<file path="src/rtl/fifo_wr_ctrl.sv">
// rtl/fifo_wr_ctrl.sv - write-domain pointer, full/almost_full, occupancy and overflow control of the async FIFO
module fifo_wr_ctrl #(
   parameter int WIDTH        = 3,
   parameter int AFULL_THRESH = 6
) (
   input  logic             clk,
   input  logic             rstn,
   input  logic             wr_en,
   input  logic             ovf_clr,
   input  logic [WIDTH:0]   rptr_sync,
   output logic [WIDTH:0]   wptr,
   output logic [WIDTH-1:0] waddr,
   output logic             wr_accept,
   output logic             full,
   output logic             almost_full,
   output logic [WIDTH:0]   wr_count,
   output logic             overflow
);

   localparam logic [WIDTH:0] AF_T = AFULL_THRESH[WIDTH:0];

   logic [WIDTH:0] wbin_q,  wbin_d;
   logic [WIDTH:0] wptr_q,  wptr_d;
   logic           full_q,  full_d;
   logic           afull_q, afull_d;
   logic [WIDTH:0] count_q, count_d;
   logic           ovf_q,   ovf_d;

   logic [WIDTH:0] rbin;
   logic [WIDTH:0] full_target;
   logic [WIDTH:0] occ;
   logic           accept;

   // Writes are only taken when not full and never while reset is asserted.
   assign accept    = wr_en & ~full_q & rstn;
   assign wr_accept = accept;

   // Decode the synchronized Gray read pointer to binary (XOR of all bits at or above each position).
   always_comb begin
      rbin = '0;
      for (int i = 0; i <= WIDTH; i++) begin
         rbin[i] = ^(rptr_sync >> i);
      end
   end

   // Next pointer, flags and occupancy; full is the Gray compare against the read pointer one lap behind.
   always_comb begin
      wbin_d      = wbin_q + {{WIDTH{1'b0}}, accept};
      wptr_d      = (wbin_d >> 1) ^ wbin_d;
      full_target = {~rptr_sync[WIDTH:WIDTH-1], rptr_sync[WIDTH-2:0]};
      full_d      = (wptr_d == full_target);
      occ         = wbin_d - rbin;
      count_d     = occ;
      afull_d     = (occ >= AF_T);
      ovf_d       = ovf_q;
      if (wr_en && full_q) begin
         ovf_d = 1'b1;
      end else if (ovf_clr) begin
         ovf_d = 1'b0;
      end
   end

   // State registers, cleared asynchronously.
   always_ff @(posedge clk or negedge rstn) begin
      if (!rstn) begin
         wbin_q  <= '0;
         wptr_q  <= '0;
         full_q  <= 1'b0;
         afull_q <= 1'b0;
         count_q <= '0;
         ovf_q   <= 1'b0;
      end else begin
         wbin_q  <= wbin_d;
         wptr_q  <= wptr_d;
         full_q  <= full_d;
         afull_q <= afull_d;
         count_q <= count_d;
         ovf_q   <= ovf_d;
      end
   end

   assign wptr        = wptr_q;
   assign waddr       = wbin_q[WIDTH-1:0];
   assign full        = full_q;
   assign almost_full = afull_q;
   assign wr_count    = count_q;
   assign overflow    = ovf_q;

endmodule

</file>
<file path="config.mk">
export PLATFORM = sky130hd
export DESIGN_NAME = fifo_wr_ctrl
export DESIGN_NICKNAME = d
export VERILOG_FILES = /design/src/rtl/fifo_wr_ctrl.sv
export SDC_FILE = /design/constraint.sdc
export NUM_CORES = 1
export LEC_CHECK = 0
export CORE_ASPECT_RATIO = 1.25
export CORE_UTILIZATION = 39
export CTS_CLUSTER_DIAMETER = 30
export DETAILED_ROUTE_END_ITERATION = 10
export PLACE_DENSITY_LB_ADDON = 0.1
export SLEW_MARGIN = 20
export SYNTH_ARGS = -nofsm -noshare
export SYNTH_HDL_FRONTEND = slang
export SYNTH_SLANG_ARGS = --single-unit
</file>
<file path="constraint.sdc">
create_clock -name clk -period 2 [get_ports clk]
set_input_delay 0.2 -clock clk [delete_from_list [all_inputs] [get_ports clk]]
set_output_delay 0.2 -clock clk [all_outputs]
set_load 0.02 [all_outputs]
</file>
==> Word level (Yosys, flattened, before mapping) <==
Index checks and enable logic that the tools add are counted.
{ "word_totals": {"ff_bits": 15, "input_bits": 8} }
{ "classes": {"n_eq_ne": 1, "order_cmp": 1, "bitwise": 5, "n_reduce_logical": 6, "mux": 2, "n_addsub": 2} }
{ "op_table": {"columns": ["op", "n"], "rows": [
  ["4-bit XOR reduction", 4],
  ["4-bit by 1-bit adder with 4-bit output", 1],
  ["4-bit equality test", 1],
  ["4-bit by 3-bit >= comparator with 1-bit output (second input constant)", 1],
  ["4-bit subtractor", 1],
  ["3-bit by 4-bit XOR with 4-bit output", 1],
  ["1-bit bitwise AND", 2],
  ["1-bit two-way mux", 2],
  ["2-bit NOT", 1],
  ["2-bit nonzero test", 1],
  ["1-bit logical AND", 1],
  ["1-bit NOT", 1]
]} }

==> Longest topological paths before layout <==
{ "depth": {"ltp_word": 6, "ltp_mapped": 10} }

==> Worst setup path before layout <==
No wires, ideal clock.
{ "synth_path": {"path_kind": "register to register", "startpoint": "register full_q, in the netlist full", "endpoint": "register afull_q, in the netlist almost_full", "path_slack_ns": -0.640, "period_less_slack_ns": 2.640, "stages_incl_launch_ff": 10, "t_arrival_ns": 2.522, "setup_time_ns": 0.118, "required_time_ns": 1.882, "cell_sequence": "dfrtp_1 -> nor2_1 -> ha_1 -> ha_1 -> xor2_2 -> ha_1 -> a21oi_1 -> o21ai_0 -> xor3_2 -> a21o_1"} }
{ "synth_via": {"elab_chain_cells": 6} }
{ "synth_lines": {"columns": ["item", "line", "text"], "rows": [
  ["start, declared", "24", "logic full_q, full_d;"],
  ["start signal, assigned", "75", "full_q <= full_d;"],
  ["1-bit NOT", "35", "assign accept = wr_en & ~full_q & rstn;"],
  ["1-bit bitwise AND (2 in a row)", "35", null],
  ["net wr_accept", "13", "output logic wr_accept,"],
  ["4-bit by 1-bit adder with 4-bit output", "48", "wbin_d = wbin_q + {{WIDTH{1'b0}}, accept};"],
  ["net wbin_d[2]", "22", "logic [WIDTH:0] wbin_q, wbin_d;"],
  ["4-bit subtractor", "52", "occ = wbin_d - rbin;"],
  ["net count_d[3]", "26", "logic [WIDTH:0] count_q, count_d;"],
  ["4-bit by 3-bit >= comparator with 1-bit output", "54", "afull_d = (occ >= AF_T);"],
  ["net afull_d", "25", "logic afull_q, afull_d;"],
  ["end signal, assigned", "76", "afull_q <= afull_d;"],
  ["end, declared", "25", null]
]} }
The timed path passes the listed nets, and every way through them passes these cells.
A chain may end at the register's enable or synchronous reset.

==> Worst setup path in the final report <==
{ "layout_path": {"startpoint": "register full_q, in the netlist full", "endpoint": "register afull_q, in the netlist almost_full"} }
{ "layout_via": {"elab_chain_cells": 6} }
{ "layout_lines": {"columns": ["item", "line"], "rows": [
  ["1-bit NOT", "35"],
  ["1-bit bitwise AND (2 in a row)", "35"],
  ["4-bit by 1-bit adder with 4-bit output", "48"],
  ["net wbin_d[2]", "22"],
  ["4-bit subtractor", "52"],
  ["net count_d[3]", "26"],
  ["4-bit by 3-bit >= comparator with 1-bit output", "54"],
  ["net afull_d", "25"]
]} }
The timed path passes the listed nets, and every way through them passes these cells.

==> flow_metrics.py <==
metrics = {
    "placed_design": {
        "port_buffers": 22,
        "hpwl_um": 1135,
        "dpl_cell_area_sq_um": 1122,
        "dp_slack_ns": -0.3890,
        "place.gp.congestion": 0.6440,
    },
    "sta": {
        "fmax_mhz": 505.2,
        "worst_slack_ns": 0.02042,
        "period_needed_ns": 1.980,
        "slew_headroom": 0.8244,
        "finalHoldViolCount": 0,
        "worst_pin_slew_ns": 0.2634,
        "period_share": 0.9898,
        "maxSlewViolCount": 0,
        "fin_skew_ns": 0.009261,
        "grt_setup_unrepaired": "true",
        "setup_viol": 0,
    },
    "setup_path": {
        "worst-path-max-fanout": 3,
        "required_ns": 2.16,
        "r2r-start": "full$_DFF_PN0_",
        "end_kind": "flop",
        "worstSetupPathType": "flop to flop",
        "rr_worst_depth": 9,
        "crit-reg2reg-capture": "almost_full$_DFF_PN0_",
        "arrival_ns": 2.14,
        "cp-start-kind": "flop",
        "ff2ff_setup_slack_ns": 0.02,
    },
    "final_layout": {
        "multi_input_area_sq_um": 419.2,
        "stdcell_area_sq_um": 1184,
        "diodes": 0,
        "drive_gt1_frac": 0.3235,
        "regArea_sq_um": 351.6,
        "area_growth_pct": 65.97,
        "nFillCells": 127,
        "final_nets": 117,
    },
    "yosys": {
        "synth_top_area_share": 0.4912,
        "yosysTopAreaCell": "dfrtp_1",
        "synth_seq_cells": 14,
        "yosysSeqAreaShare": 0.4912,
        "synthTopCellsByArea": "dfrtp_1 49%, ha_1 8.8%, xor2_1 7.4%",
        "syn_area_sq_um": 713.2,
        "synth.avg_cell_area_sq_um": 11.89,
        "synth_cell_types": 18,
        "synthCells": 60,
        "ys_warn_count": 0,
        "syn-num-nets": 74,
    },
    "cts": {
        "cts_sinks": 14,
        "hold_buffers": 0,
        "worstSkewPairLatency_ns": 0.27,
        "cts_tree": "built",
        "htreeDepth": 1,
        "numCtsBuffers": 3,
        "clock_path_buffers": 2,
        "clk_pin_slew_ns": 0.08,
        "clockRootBuffer": "clkbuf_4",
    },
    "global_route": {
        "grt_max_degree": 15,
        "track_usage": 0.1582,
        "gr-total-overflow": 0,
        "grt_first_pass_wirelength_um": 2104,
        "grt_pass1_vias": 533,
        "antenna_found_initial": 0,
    },
    "detailed_routing": {
        "viasPerCell": 4.517,
        "wl_um": 1362,
        "drc": 0,
        "drtIter0Drc": 3,
        "antenna_left": 0,
        "drtPass1Iterations": 2,
        "num_vias": 542,
        "wire_per_inst_um": 11.35,
    },
    "floorplan": {
        "row_count": 16,
        "die_h_um": 49.81,
        "die_w_um": 40.25,
        "die_area_sq_um": 2005,
        "pin_count": 23,
        "core_sq_um": 1642,
        "start_util": 0.4345,
    },
    "status": {
        "status": "complete, no violations",
    },
    "pwr": {
        "ir_drop_mv": 1.103,
        "p_leak_nw": 0.5386,
        "power_density_nw_per_um2": 1717,
    },
    "flow_run": {
        "max-cap-violations": 0,
    },
    "min_path": {
        "hp-class": "input pin to async pin",
    },
}
-- timing repair --
action	4_1_cts	5_1_grt
resized for setup	3	3
buffers inserted	2	0
cloned	0	0
pin swaps	2	3
endpoints found under the setup margin	3	3
-- final cells by class --
class / count / share of cell area
tap: 18 / 0.01903
clock buffer: 4 / 0.02220
multi-input combinational: 39 / 0.3541
inverter: 7 / 0.02220
timing repair buffer: 38 / 0.2854
sequential: 14 / 0.2970
-- Yosys cell counts --
library cell	n
xor3_2	1
fa_1	1
xor2_2	2
a21o_1	1
a21oi_1	2
a22oi_1	1
nor2_1	2
nor3b_1	1
or3_1	1
inv_1	7
xnor2_1	5
nand2_1	3
ha_1	5
nand3_1	4
dfrtp_1	14
and3_2	1
o21ai_0	3
xor2_1	6
-- per-layer routing --
metal,part of all wire,track usage,vias to the layer above,wire [um]
met1,0.39,0.1756,250,528
met4,0,0.03333,0,0
met5,0,0,-,0
met3,0.048,0.06757,0,66
met2,0.56,0.2688,15,767
li1,-,-,277,-
-- cell usage in the layout (no fill, tap or decap), types with 3 or more instances in the layout --
cell type,netlist,layout
xor2_1,6,5
ha_4,0,3
clkbuf_4,0,3
nand3_1,4,4
inv_1,7,7
xnor2_1,5,4
clkdlybuf4s50_1,0,20
buf_4,0,16
dfrtp_1,14,13
-- through the flow --
step / utilization / setup TNS (ns) / hold slack, ns / cells / total power, mW
after floorplan: - / -0.1459 / -0.09559 / 60 / 1.297
after global placement: 0.6837 / -1.414 / 0.5163 / 114 / 1.861
after detailed placement: 0.6837 / -1.447 / 0.5234 / 114 / 1.885
after CTS: 0.7088 / -0.02621 / 0.02037 / 120 / 2.057
after global routing: 0.7210 / -0.06039 / 0.03554 / 120 / 2.178
final: 0.7210 / 0 / 0.01851 / 120 / 2.032
-- critical path, stage by stage (launching register included) --
cell and delay (ns):
dfrtp_2 0.43, nor2_4 0.11, ha_4 0.15, ha_4 0.15
xor2_4 0.19, ha_4 0.23, a21oi_2 0.11, o21ai_1 0.08
xor3_2 0.25, a21o_1 0.16
-- worst max-delay path by stage --
stage,end,cells past startpoint,start
2_1_floorplan,almost_full$_DFF_PN0_,9,full$_DFF_PN0_
3_3_place_gp,almost_full$_DFF_PN0_,11,rstn
3_5_place_dp,almost_full$_DFF_PN0_,11,rstn
4_1_cts,almost_full$_DFF_PN0_,9,full$_DFF_PN0_
5_1_grt,almost_full$_DFF_PN0_,9,full$_DFF_PN0_
6_report,almost_full$_DFF_PN0_,9,full$_DFF_PN0_
-- state kept, by name (all words and copies together) (netlist names) --
register / cells
wptr: 3
overflow: 1
wbin_q: 4
almost_full: 1
wr_count: 4
full: 1
-- logic make-up after synthesis --
group                      after synthesis  share of synthesized area
xor gates and xnor gates                14                     0.2158
DFF                                     14                     0.4912
and+or+nand+nor                         12                    0.08423
buffers and inverters                    7                    0.03685
AOI/OAI and AO/OA                        7                    0.05614
adders and majority gates                6                     0.1158
-- report_power, final --
group / internal [mW] / switching, mW
clock: 0.0772 / 0.0780
combinational: 0.724 / 0.613
sequential: 0.435 / 0.105
total: 1.24 / 0.796
(Power assumes the default switching activity.)
